### config.mk
export PLATFORM = sky130hd
export DESIGN_NAME = regfile_wb_ctrl_flat
export DESIGN_NICKNAME = d
export VERILOG_FILES = /design/src/rtl/regfile_wb_ctrl_pkg.sv /design/src/rtl/regfile_wb_ctrl_if.sv /design/src/rtl/regfile_wb_ctrl_skid_fifo.sv /design/src/rtl/regfile_wb_ctrl.sv /design/src/flat_wrapper.sv
export SDC_FILE = /design/constraint.sdc
export NUM_CORES = 1
export LEC_CHECK = 0
export ABC_AREA = 0
export CAP_MARGIN = 20
export CORE_UTILIZATION = 50
export DETAILED_ROUTE_END_ITERATION = 10
export GPL_TIMING_DRIVEN = 1
export HOLD_SLACK_MARGIN = 0.08
export PLACE_DENSITY_LB_ADDON = 0.1
export SETUP_SLACK_MARGIN = 0.2
export SLEW_MARGIN = 10
export SYNTH_ARGS = -nofsm -noshare
export SYNTH_HDL_FRONTEND = slang
export SYNTH_SLANG_ARGS = --single-unit
### constraint.sdc
create_clock -name clk -period 2.9 [get_ports clk]
set_input_delay 0.29 -clock clk [delete_from_list [all_inputs] [get_ports clk]]
set_output_delay 0.29 -clock clk [all_outputs]
set_load 0.01 [all_outputs]
### src/rtl/regfile_wb_ctrl_pkg.sv
// Shared types for the integer write-back path: register address, write-back entry
// and the write-port source select.
package orv32_wb_pkg;

  localparam int WB_WIDTH    = 32;
  localparam int WB_DEPTH    = 32;
  localparam int WB_DEPTHMSB = $clog2(WB_DEPTH) - 1;

  typedef logic [WB_DEPTHMSB:0] regaddr_t;
  typedef logic [WB_WIDTH-1:0]  regdata_t;

  localparam regaddr_t REG_ZERO = '0;

  typedef struct packed {
    regaddr_t rd;
    regdata_t data;
  } wb_entry_t;

  typedef enum logic [1:0] {
    SRC_NONE = 2'd0,
    SRC_LD   = 2'd1,
    SRC_FIFO = 2'd2,
    SRC_ALU  = 2'd3
  } wb_src_t;

  function automatic logic is_reg_zero(input regaddr_t a);
    return a == REG_ZERO;
  endfunction

endpackage

### src/rtl/regfile_wb_ctrl_if.sv
// Bundle of ALU, load, decode and register-file signals around the write-back controller.
// slave = controller view, master = environment view.
interface regfile_wb_ctrl_if #(
  parameter int WIDTH    = 32,
  parameter int DEPTHMSB = 4
);

  logic                     alu_valid;
  logic                     alu_ready;
  logic [DEPTHMSB:0]        alu_rd;
  logic [WIDTH-1:0]         alu_data;
  logic                     ld_issue_valid;
  logic [DEPTHMSB:0]        ld_issue_rd;
  logic                     ld_ret_valid;
  logic [DEPTHMSB:0]        ld_ret_rd;
  logic [WIDTH-1:0]         ld_ret_data;
  logic [1:0][DEPTHMSB:0]   dec_ra;
  logic [1:0]               dec_busy;
  logic [1:0]               dec_byp_valid;
  logic [1:0][WIDTH-1:0]    dec_byp_data;
  logic                     rf_we;
  logic [DEPTHMSB:0]        rf_wa;
  logic [WIDTH-1:0]         rf_wd;
  logic                     rf_wb_en;
  logic                     err;

  modport slave (
    input  alu_valid, alu_rd, alu_data,
    input  ld_issue_valid, ld_issue_rd,
    input  ld_ret_valid, ld_ret_rd, ld_ret_data,
    input  dec_ra,
    output alu_ready, dec_busy, dec_byp_valid, dec_byp_data,
    output rf_we, rf_wa, rf_wd, rf_wb_en, err
  );

  modport master (
    output alu_valid, alu_rd, alu_data,
    output ld_issue_valid, ld_issue_rd,
    output ld_ret_valid, ld_ret_rd, ld_ret_data,
    output dec_ra,
    input  alu_ready, dec_busy, dec_byp_valid, dec_byp_data,
    input  rf_we, rf_wa, rf_wd, rf_wb_en, err
  );

endinterface

### src/rtl/regfile_wb_ctrl_skid_fifo.sv
// Small skid FIFO holding ALU results that lost write-port arbitration; 0-cycle read of head.
// Push while full is dropped unless a pop frees the slot in the same cycle; head/tail exposed for bypass.
module wb_skid_fifo
  import orv32_wb_pkg::*;
#(
  parameter int FIFO_DEPTH = 2,
  localparam int PW        = $clog2(FIFO_DEPTH),
  localparam int CW        = PW + 1
) (
  input  logic            clk,
  input  logic            rst,
  input  logic            push,
  input  logic            pop,
  input  wb_entry_t       push_entry,
  output wb_entry_t       head,
  output wb_entry_t       tail,
  output logic            full,
  output logic            empty,
  output logic [CW-1:0]   count
);

  wb_entry_t       mem_q [FIFO_DEPTH];
  wb_entry_t       mem_d [FIFO_DEPTH];
  logic [PW-1:0]   wr_ptr_q, wr_ptr_d;
  logic [PW-1:0]   rd_ptr_q, rd_ptr_d;
  logic [CW-1:0]   count_q, count_d;
  logic [PW-1:0]   tail_idx;
  logic            do_push;
  logic            do_pop;

  assign full     = (count_q == CW'(FIFO_DEPTH));
  assign empty    = (count_q == '0);
  assign count    = count_q;
  assign tail_idx = wr_ptr_q - PW'(1);
  assign head     = mem_q[rd_ptr_q];
  assign tail     = mem_q[tail_idx];

  assign do_pop  = pop & ~empty;
  assign do_push = push & (~full | do_pop);

  always_comb begin
    mem_d    = mem_q;
    wr_ptr_d = wr_ptr_q;
    rd_ptr_d = rd_ptr_q;
    count_d  = count_q;
    if (do_push) begin
      mem_d[wr_ptr_q] = push_entry;
      wr_ptr_d        = wr_ptr_q + PW'(1);
    end
    if (do_pop) begin
      rd_ptr_d = rd_ptr_q + PW'(1);
    end
    case ({do_push, do_pop})
      2'b10:   count_d = count_q + CW'(1);
      2'b01:   count_d = count_q - CW'(1);
      default: count_d = count_q;
    endcase
  end

  always_ff @(posedge clk) begin
    if (rst) begin
      mem_q    <= '{default: '0};
      wr_ptr_q <= '0;
      rd_ptr_q <= '0;
      count_q  <= '0;
    end else begin
      mem_q    <= mem_d;
      wr_ptr_q <= wr_ptr_d;
      rd_ptr_q <= rd_ptr_d;
      count_q  <= count_d;
    end
  end

endmodule

### src/rtl/regfile_wb_ctrl.sv
// Write-back controller: merges load returns and ALU results onto the single RF write port, 1-cycle latency.
// Loads are never stalled; ALU backpressure via alu_ready = skid FIFO not full (ignores same-cycle pop).
module regfile_wb_ctrl
  import orv32_wb_pkg::*;
#(
  parameter int WIDTH      = WB_WIDTH,
  parameter int DEPTH      = WB_DEPTH,
  parameter int DEPTHMSB   = $clog2(DEPTH) - 1,
  parameter int FIFO_DEPTH = 2
) (
  input  logic                clk,
  input  logic                rst,
  regfile_wb_ctrl_if.slave    bus
);

  localparam int CW = $clog2(FIFO_DEPTH) + 1;

  logic                 alu_hs;
  logic                 fifo_push;
  logic                 fifo_pop;
  logic                 fifo_full;
  logic                 fifo_empty;
  logic [CW-1:0]        fifo_count;
  wb_entry_t            fifo_head;
  wb_entry_t            fifo_tail;
  wb_entry_t            alu_entry;
  wb_entry_t            ld_entry;
  wb_entry_t            win;
  wb_src_t              src;

  logic                 rf_we_q, rf_we_d;
  logic [DEPTHMSB:0]    rf_wa_q, rf_wa_d;
  logic [WIDTH-1:0]     rf_wd_q, rf_wd_d;
  logic [DEPTH-1:0]     sb_q, sb_d;
  logic                 err_q, err_d;

  logic [1:0]               byp_valid;
  logic [1:0][WIDTH-1:0]    byp_data;
  logic [1:0]               busy;

  assign bus.alu_ready = ~rst & (fifo_count < CW'(FIFO_DEPTH));
  assign alu_hs        = bus.alu_valid & bus.alu_ready;
  assign alu_entry     = '{rd: bus.alu_rd, data: bus.alu_data};
  assign ld_entry      = '{rd: bus.ld_ret_rd, data: bus.ld_ret_data};

  wb_skid_fifo #(
    .FIFO_DEPTH (FIFO_DEPTH)
  ) u_fifo (
    .clk        (clk),
    .rst        (rst),
    .push       (fifo_push),
    .pop        (fifo_pop),
    .push_entry (alu_entry),
    .head       (fifo_head),
    .tail       (fifo_tail),
    .full       (fifo_full),
    .empty      (fifo_empty),
    .count      (fifo_count)
  );

  // Load returns cannot stall, so they always win; queued ALU results keep program order ahead of new ones.
  always_comb begin
    src       = SRC_NONE;
    fifo_pop  = 1'b0;
    fifo_push = 1'b0;
    win       = '0;
    rf_we_d   = 1'b0;
    rf_wa_d   = rf_wa_q;
    rf_wd_d   = rf_wd_q;
    if (bus.ld_ret_valid) begin
      src = SRC_LD;
    end else if (!fifo_empty) begin
      src = SRC_FIFO;
    end else if (alu_hs) begin
      src = SRC_ALU;
    end
    fifo_pop  = (src == SRC_FIFO);
    fifo_push = alu_hs & (src != SRC_ALU);
    case (src)
      SRC_LD:   win = ld_entry;
      SRC_FIFO: win = fifo_head;
      SRC_ALU:  win = alu_entry;
      default:  win = '0;
    endcase
    if (src != SRC_NONE && !is_reg_zero(win.rd)) begin
      rf_we_d = 1'b1;
      rf_wa_d = win.rd;
      rf_wd_d = win.data;
    end
  end

  // Clear before set so an issue and return to the same rd in one cycle leaves it pending.
  always_comb begin
    sb_d = sb_q;
    if (bus.ld_ret_valid) begin
      sb_d[bus.ld_ret_rd] = 1'b0;
    end
    if (bus.ld_issue_valid && !is_reg_zero(bus.ld_issue_rd)) begin
      sb_d[bus.ld_issue_rd] = 1'b1;
    end
    sb_d[0] = 1'b0;
  end

  always_comb begin
    err_d = err_q;
    if (bus.ld_ret_valid && !is_reg_zero(bus.ld_ret_rd) && !sb_q[bus.ld_ret_rd]) begin
      err_d = 1'b1;
    end
    if (alu_hs && sb_q[bus.alu_rd]) begin
      err_d = 1'b1;
    end
    if (fifo_push && fifo_full) begin
      err_d = 1'b1;
    end
  end

  always_comb begin
    byp_valid = '0;
    byp_data  = '0;
    busy      = '0;
    for (int p = 0; p < 2; p++) begin
      if (!is_reg_zero(bus.dec_ra[p])) begin
        if (!fifo_empty && fifo_tail.rd == bus.dec_ra[p]) begin
          byp_valid[p] = 1'b1;
          byp_data[p]  = fifo_tail.data;
        end else if (!fifo_empty && fifo_head.rd == bus.dec_ra[p]) begin
          byp_valid[p] = 1'b1;
          byp_data[p]  = fifo_head.data;
        end else if (rf_we_q && rf_wa_q == bus.dec_ra[p]) begin
          byp_valid[p] = 1'b1;
          byp_data[p]  = rf_wd_q;
        end
        busy[p] = sb_q[bus.dec_ra[p]] & ~byp_valid[p];
      end
    end
  end

  always_ff @(posedge clk) begin
    if (rst) begin
      rf_we_q <= 1'b0;
      rf_wa_q <= '0;
      rf_wd_q <= '0;
      sb_q    <= '0;
      err_q   <= 1'b0;
    end else begin
      rf_we_q <= rf_we_d;
      rf_wa_q <= rf_wa_d;
      rf_wd_q <= rf_wd_d;
      sb_q    <= sb_d;
      err_q   <= err_d;
    end
  end

  assign bus.rf_we         = rf_we_q;
  assign bus.rf_wa         = rf_wa_q;
  assign bus.rf_wd         = rf_wd_q;
  assign bus.rf_wb_en      = rf_we_q;
  assign bus.err           = err_q;
  assign bus.dec_busy      = busy;
  assign bus.dec_byp_valid = byp_valid;
  assign bus.dec_byp_data  = byp_data;

endmodule

### src/flat_wrapper.sv
// flat-port wrapper written by rule: the top's interface ports become plain ports
module regfile_wb_ctrl_flat import orv32_wb_pkg::*;
#(
  parameter int WIDTH      = WB_WIDTH,
  parameter int DEPTH      = WB_DEPTH,
  parameter int DEPTHMSB   = $clog2(DEPTH) - 1,
  parameter int FIFO_DEPTH = 2
)
  (clk, rst, bus_alu_valid, bus_alu_rd, bus_alu_data, bus_ld_issue_valid, bus_ld_issue_rd, bus_ld_ret_valid, bus_ld_ret_rd, bus_ld_ret_data, bus_dec_ra, bus_alu_ready, bus_dec_busy, bus_dec_byp_valid, bus_dec_byp_data, bus_rf_we, bus_rf_wa, bus_rf_wd, bus_rf_wb_en, bus_err);
  regfile_wb_ctrl_if #(.WIDTH(WIDTH), .DEPTHMSB(DEPTHMSB)) bus_i ();
  input  logic clk;
  input  logic rst;
  input wire logic [$bits(bus_i.alu_valid)-1:0] bus_alu_valid;
  input wire logic [$bits(bus_i.alu_rd)-1:0] bus_alu_rd;
  input wire logic [$bits(bus_i.alu_data)-1:0] bus_alu_data;
  input wire logic [$bits(bus_i.ld_issue_valid)-1:0] bus_ld_issue_valid;
  input wire logic [$bits(bus_i.ld_issue_rd)-1:0] bus_ld_issue_rd;
  input wire logic [$bits(bus_i.ld_ret_valid)-1:0] bus_ld_ret_valid;
  input wire logic [$bits(bus_i.ld_ret_rd)-1:0] bus_ld_ret_rd;
  input wire logic [$bits(bus_i.ld_ret_data)-1:0] bus_ld_ret_data;
  input wire logic [$bits(bus_i.dec_ra)-1:0] bus_dec_ra;
  output wire logic [$bits(bus_i.alu_ready)-1:0] bus_alu_ready;
  output wire logic [$bits(bus_i.dec_busy)-1:0] bus_dec_busy;
  output wire logic [$bits(bus_i.dec_byp_valid)-1:0] bus_dec_byp_valid;
  output wire logic [$bits(bus_i.dec_byp_data)-1:0] bus_dec_byp_data;
  output wire logic [$bits(bus_i.rf_we)-1:0] bus_rf_we;
  output wire logic [$bits(bus_i.rf_wa)-1:0] bus_rf_wa;
  output wire logic [$bits(bus_i.rf_wd)-1:0] bus_rf_wd;
  output wire logic [$bits(bus_i.rf_wb_en)-1:0] bus_rf_wb_en;
  output wire logic [$bits(bus_i.err)-1:0] bus_err;
  assign bus_i.alu_valid = bus_alu_valid;
  assign bus_i.alu_rd = bus_alu_rd;
  assign bus_i.alu_data = bus_alu_data;
  assign bus_i.ld_issue_valid = bus_ld_issue_valid;
  assign bus_i.ld_issue_rd = bus_ld_issue_rd;
  assign bus_i.ld_ret_valid = bus_ld_ret_valid;
  assign bus_i.ld_ret_rd = bus_ld_ret_rd;
  assign bus_i.ld_ret_data = bus_ld_ret_data;
  assign bus_i.dec_ra = bus_dec_ra;
  assign bus_alu_ready = bus_i.alu_ready;
  assign bus_dec_busy = bus_i.dec_busy;
  assign bus_dec_byp_valid = bus_i.dec_byp_valid;
  assign bus_dec_byp_data = bus_i.dec_byp_data;
  assign bus_rf_we = bus_i.rf_we;
  assign bus_rf_wa = bus_i.rf_wa;
  assign bus_rf_wd = bus_i.rf_wd;
  assign bus_rf_wb_en = bus_i.rf_wb_en;
  assign bus_err = bus_i.err;
  regfile_wb_ctrl #(.WIDTH(WIDTH), .DEPTH(DEPTH), .DEPTHMSB(DEPTHMSB), .FIFO_DEPTH(FIFO_DEPTH)) u_core (.clk(clk), .rst(rst), .bus(bus_i));
endmodule
# Word-level counts from Yosys, hierarchy flattened

Cells that the tools add are included.

Add/subtract/negate cells: 5
Magnitude comparators: 12
Equal/unequal tests: 13
Multiplexer cells: 52
Bitwise operators: 19
Reductions and logical operators: 29

Operator list:

| operator                                                               | count |
|---|---|
| 32-bit 2-to-1 mux                                                      | 10 |
| 37-bit 2-to-1 mux                                                      | 7 |
| 37-bit case mux with 3 select lines                                    | 1 |
| 74-bit bitwise mux                                                     | 1 |
| 37-bit demux with 1-bit select                                         | 1 |
| 32-bit bitwise AND                                                     | 1 |
| 32-bit NOT                                                             | 1 |
| 32-bit OR                                                              | 1 |
| 5-bit equality test                                                    | 6 |
| 5-bit by 6-bit < comparator with 1-bit output (second input constant)  | 5 |
| 5-bit logical NOT                                                      | 5 |
| 1-bit 2-to-1 mux                                                       | 22 |
| 1-bit binary-select mux with 5-bit select                              | 4 |
| 1-bit logical AND                                                      | 15 |
| 1-bit demux with 5-bit select                                          | 2 |
| 5-bit by 1-bit >= comparator with 1-bit output (second input constant) | 2 |
| 2-bit equality test (second input constant)                            | 4 |
| 1-bit bitwise AND                                                      | 7 |
| 2-bit >= comparator (second input constant)                            | 3 |
| 2-bit 2-to-1 mux                                                       | 3 |
| 1-bit NOT with 2-bit output                                            | 3 |
| 1-bit logical NOT                                                      | 5 |
| 1-bit NOT                                                              | 5 |
| 2-bit by 1-bit equality test with 1-bit output (second input constant) | 2 |
| 12 further kinds                                                       | 14 |

Flip-flop bits (word level): 149
Input bits: 94
Output and inout bits: 109
Word-level logic and storage cells: 143

# Logic depth before layout (Yosys ltp)

Depth in word-level cells: 12
Gate-level depth with buffers: 9
Gate-level depth less buffers: 6

# Cells and area by module

Synthesis repeated with hierarchy kept, for this count alone.

Cells, all modules: 1,247
Area, all modules: 10,667.7 um^2

Modules (own cells, without submodules):

| module          | instances | cells each | area each (um^2) |
|---|---|---|---|
| regfile_wb_ctrl | 1         | 814        | 6,522.5 |
| wb_skid_fifo    | 1         | 433        | 4,145.2 |

# Least setup slack after synthesis

OpenSTA, ideal clock, no wires.

Kind: register to output
From: register u_core.u_fifo.wr_ptr_q
To: output bus_dec_byp_data[12]
Arrival time: 2.061 ns
Data required time: 2.610 ns
Slack: 0.549 ns
Stages on the path, launching flop included: 10
Path buffers: 4
Cell sequence: dfxtp_1 clkbuf_1 buf_4 mux2i_1 xor2_1 nand3_1 clkbuf_1 buf_1 o21ai_1 a31oi_1

Cells in the longest elaborated chain, start to end: 9

Ends and longest elaborated chain:

| what                                                      | RTL line                        | RTL |
|---|---|---|
| from (decl)                                               | regfile_wb_ctrl_skid_fifo.sv:24 | `logic [PW-1:0] wr_ptr_q, wr_ptr_d;` |
| from (signal assigned)                                    | regfile_wb_ctrl_skid_fifo.sv:68 | `wr_ptr_q <= wr_ptr_d;` |
| 1-bit subtractor (*)                                      | regfile_wb_ctrl_skid_fifo.sv:34 | `assign tail_idx = wr_ptr_q - PW'(1);` |
| 1-bit NOT with 2-bit output (implied by the code) (*)     | regfile_wb_ctrl_skid_fifo.sv:36 | `assign tail = mem_q[tail_idx];` |
| 37-bit 2-to-1 mux (implied by the code) (*) (3 in series) | regfile_wb_ctrl_skid_fifo.sv:36 |  |
| 5-bit equality test                                       | regfile_wb_ctrl.sv:123          | `if (!fifo_empty && fifo_tail.rd == bus.dec_ra[p]) begin` |
| 1-bit logical AND                                         | regfile_wb_ctrl.sv:123          |  |
| 32-bit 2-to-1 mux (*)                                     | regfile_wb_ctrl.sv:123          |  |
| 32-bit 2-to-1 mux (*)                                     | regfile_wb_ctrl.sv:122          | `if (!is_reg_zero(bus.dec_ra[p])) begin` |
| to (decl)                                                 | flat_wrapper.sv:25              | `output wire logic [$bits(bus_i.dec_byp_data)-1:0] bus_dec_byp_data;` |

Mark *: on every way between the ends. The rest lies on a longest branch, timed or not. The select of a mux whose other input is x is not followed.

# Worst setup path in the final report

From: register u_core.u_fifo.rd_ptr_q
To: output bus_dec_byp_data[42]

Cells in the longest elaborated chain, start to end: 9

Ends and longest elaborated chain:

| what                                                      | RTL line                        | RTL |
|---|---|---|
| from (decl)                                               | regfile_wb_ctrl_skid_fifo.sv:25 | `logic [PW-1:0] rd_ptr_q, rd_ptr_d;` |
| from (signal assigned)                                    | regfile_wb_ctrl_skid_fifo.sv:69 | `rd_ptr_q <= rd_ptr_d;` |
| 1-bit NOT with 2-bit output (implied by the code) (*)     | regfile_wb_ctrl_skid_fifo.sv:35 | `assign head = mem_q[rd_ptr_q];` |
| 37-bit 2-to-1 mux (implied by the code) (*) (3 in series) | regfile_wb_ctrl_skid_fifo.sv:35 |  |
| 5-bit equality test                                       | regfile_wb_ctrl.sv:126          | `end else if (!fifo_empty && fifo_head.rd == bus.dec_ra[p]) begin` |
| 1-bit logical AND                                         | regfile_wb_ctrl.sv:126          |  |
| 32-bit 2-to-1 mux (*)                                     | regfile_wb_ctrl.sv:126          |  |
| 32-bit 2-to-1 mux (*)                                     | regfile_wb_ctrl.sv:123          |  |
| 32-bit 2-to-1 mux (*)                                     | regfile_wb_ctrl.sv:122          |  |

Marked as above.

==> results by group <==
Run status
  – Status: finished with violations
  – Failing checks: setup timing

STA
  – Final setup viols: 28
  – Max_slew headroom: 34.74%
  – Minimum clock period: 3028 ps
  – RSZ-0062 raised after global routing: true
  – Skew final: 8.140 ps
  – Final Hold Fails: 0
  – Worst Tran Pin Value: 978.8 ps
  – FMAX: 330.2 MHz
  – PnR worst setup slack: -128.2 ps
  – Slew Viols, Final: 0
  – Fin crit share: 104.4%

Synth
  – Register area share after synthesis: 30.26%
  – Flops & latches, synth: 148
  – Synth Warn #: 0
  – Post-Synthesis Cell Area: 9791 sq um
  – Synthesized Nets: 1332
  – Cells after Synth: 1237
  – Post-Syn Area per Cell: 7.915 sq um
  – Cell variety after synth: 48

Floorplan
  – Io pins: 203
  – Die height: 141.9 microns
  – Die area: 20150 sq um
  – # rows: 50
  – Die Width: 141.9 microns
  – Initial Util: 51.65%
  – Total core area: 18960 sq um

Clocking
  – Clock transition at the registers of the reported paths: 60 ps
  – Num CTS Buffers: 17
  – Clock latency on the worst-skew pair: 430 ps
  – Max Root-Sink Buffers: 2
  – Clock sink count: 148
  – CTS root buffer: clkbuf_16
  – CTS tree: yes
  – H-tree levels: 4
  – Hold buffers post-CTS: 0

Global route
  – GR Overflow Total: 0
  – Global Route Usage Sum: 34.97%
  – Vias in the first global route: 10190
  – Initial antenna violation count: 1
  – Largest net degree at the start of global routing: 79
  – Global-route wire length before repair: 54990 microns

Routing
  – TritonRoute pass-1 iters: 9
  – Vias per Instance: 6.542
  – WL final: 37240 microns
  – Via count: 11160
  – DR iter-0 viols: 1495
  – DR DRC count: 0
  – Routed length per placed instance: 21.83 microns
  – Post-route ant nets: 0

Setup path
  – Endpoint type of the worst setup path: output port
  – CP max stage delay: 430 ps
  – Top Family by Delay on Critical Path: buffers and inverters
  – Most common cell on crit path: buf_6
  – CP max FO: 8
  – Worst Reg-to-Reg Cells: 8
  – CP Launch Type: flip-flop
  – CP cell instances: mux2i_4 -> buf_6 -> xnor2_4 -> nor4_4 -> and3_4 -> buf_6 -> buf_6 -> buf_12 -> nand2_2 -> a31oi_1 -> buf_2
  – Critical Path AT: 2740 ps
  – Critical path buffer and inverter count: 5
  – Setup CP Type: flip-flop to output port
  – CP Data Required Time: 2610 ps
  – Slowest stage cell, crit path: dfxtp_4
  – Levels on crit path: 11

Layout
  – Ant. Diodes: 0
  – Fin util: 71.91%
  – Commonest non-fill, non-tap cell in the layout: nand2_1
  – Most frequent cells in the layout: nand2_1, dfxtp_1, clkdlybuf4s50_1
  – Sequential Area: 2970 sq um
  – Final #Nets: 1528
  – Multi-input logic area: 6908 sq um
  – Filler Cells Inserted: 1460
  – Share of post-route cells with drive strength above 1: 30.36%
  – Syn-to-layout area delta: 39.23%

Hold path
  – Worst min-delay path class: primary input to flip-flop
  – Hold Path Depth: 3

Run
  – Max-cap violations: 0

Power
  – LEAKAGE: 5.008 nW
  – P per Cell Area: 463.9 nW/um^2
  – Max IR drop VDD: 0.4333 mV
  – Total power: 6.323 mW

Placed design
  – GP Congestion: 0.9821
  – DP Wirelength: 23370 microns
  – Pre-CTS WS: -202.8 ps
  – IO Port Bufs: 202
## kinds of logic after synthesis
| kind of cell | count (synthesis) | share of synthesized area [%] |
|---|---|---|
| XOR/XNOR | 33 | 2.952 |
| buffers and inverters | 138 | 6.147 |
| AO/OA/AOI/OAI | 358 | 23.88 |
| adder cells (fa/ha/maj) | 1 | 0.1278 |
| flip-flops | 148 | 30.26 |
| AND/OR/NAND/NOR | 441 | 20.24 |
| multiplexers | 118 | 16.38 |
## synthesized netlist by cell type, drive strengths merged
master	count	area share, %
xnor2	19	1.7
nand4	5	0.32
and3b	2	0.18
dfxtp	148	30
mux2i	23	2.4
mux2	68	7.8
o22ai	2	0.13
a221o	3	0.33
ha	1	0.13
o21bai	1	0.077
mux4	27	6.2
a311oi	1	0.089
o21a	3	0.23
nor2b	2	0.13
o311ai	1	0.089
or3	2	0.13
a221oi	3	0.46
or3b	4	0.36
clkbuf	88	3.4
nor3	38	1.9
and3	8	0.51
a222oi	32	3.3
nor2	21	0.81
nand2b	2	0.13
buf	38	2.3
nand3b	7	0.54
or4	1	0.077
or2	3	0.19
nor4b	1	0.24
a21oi	113	5.8
nand2	257	9.9
a211oi	34	4.1
nor4	8	0.51
a31oi	65	4.2
o21ai	99	5.1
inv	12	0.46
o31ai	1	0.077
and2	1	0.064
xor2	14	1.3
nand3	72	3.7
nor3b	7	0.54
## power breakdown
| part | total, mW | internal (mW) | leakage, nW | switching (mW) |
|---|---|---|---|---|
| logic | 1.70 | 0.757 | 3.52 | 0.942 |
| registers | 2.32 | 2.16 | 1.21 | 0.158 |
| clock network | 2.30 | 1.38 | 0.280 | 0.921 |
## cell type report
cell class	instances	share of cell area, %
repair buffers	303	20.40
inverters	12	0.3304
clock buffers	21	3.304
flip-flops and latches	148	21.79
clock inverters	11	1.111
well taps	260	2.386
multi-input cells	951	50.67
## through the flow
stage	hold WS [ps]	setup TNS [ps]	cells	area, sq um
5_1_grt	425.3	-5854	1706	13630
6_report	412.4	-1259	1706	13630
2_1_floorplan	426.0	0	1237	9791
3_5_place_dp	456.7	-6494	1657	12390
3_3_place_gp	450.4	-4628	1657	12390
4_1_cts	403.2	-992.7	1693	12970
## worst paths after layout
kind,end,slack [ps],startpoint
setup / recovery,bus_dec_byp_data[42],-130,u_core.u_fifo.rd_ptr_q$_SDFFE_PP0P_
hold / removal,u_core.u_fifo.count[0]$_SDFFE_PP0P_,410,rst
setup reg to reg,u_core.bus.rf_wd[1]$_SDFFE_PP0P_,360,u_core.u_fifo.count[0]$_SDFFE_PP0P_
hold reg to reg,u_core.u_fifo.mem_q[19]$_SDFFE_PP0P_,470,u_core.u_fifo.mem_q[19]$_SDFFE_PP0P_
## sequential cells by signal (all words and copies together) (netlist names)
name	flops
u_core.bus.err	1
u_core.bus.rf_wa	5
u_core.bus.rf_wb_en	1
u_core.bus.rf_wd	32
u_core.sb_q	31
u_core.u_fifo.count	2
u_core.u_fifo.mem_q	74
u_core.u_fifo.rd_ptr_q	1
u_core.u_fifo.wr_ptr_q	1
## tightest hold or removal path, cell delays in order
cell and delay (ps):
buf_4 130, buf_4 240, nor2_1 130
## routing by layer
layer	GRT usage, %	vias up	part of all wire, %	routed length (microns)
met5	0	-	0.030	11
met4	12.96	2	3.4	1258
met3	7.335	112	12	4363
met2	56.29	795	46	17110
met1	46.12	5319	39	14500
li1	-	4933	-	-
## timing repair
action | 4_1_cts | 5_1_grt
buffers inserted | 3 | 9
pin swaps | 12 | 51
endpoints found under the setup margin | 69 | 102
cloned | 1 | 4
gates resized for setup | 274 | 161
Power figures use the tool's default switching activity.
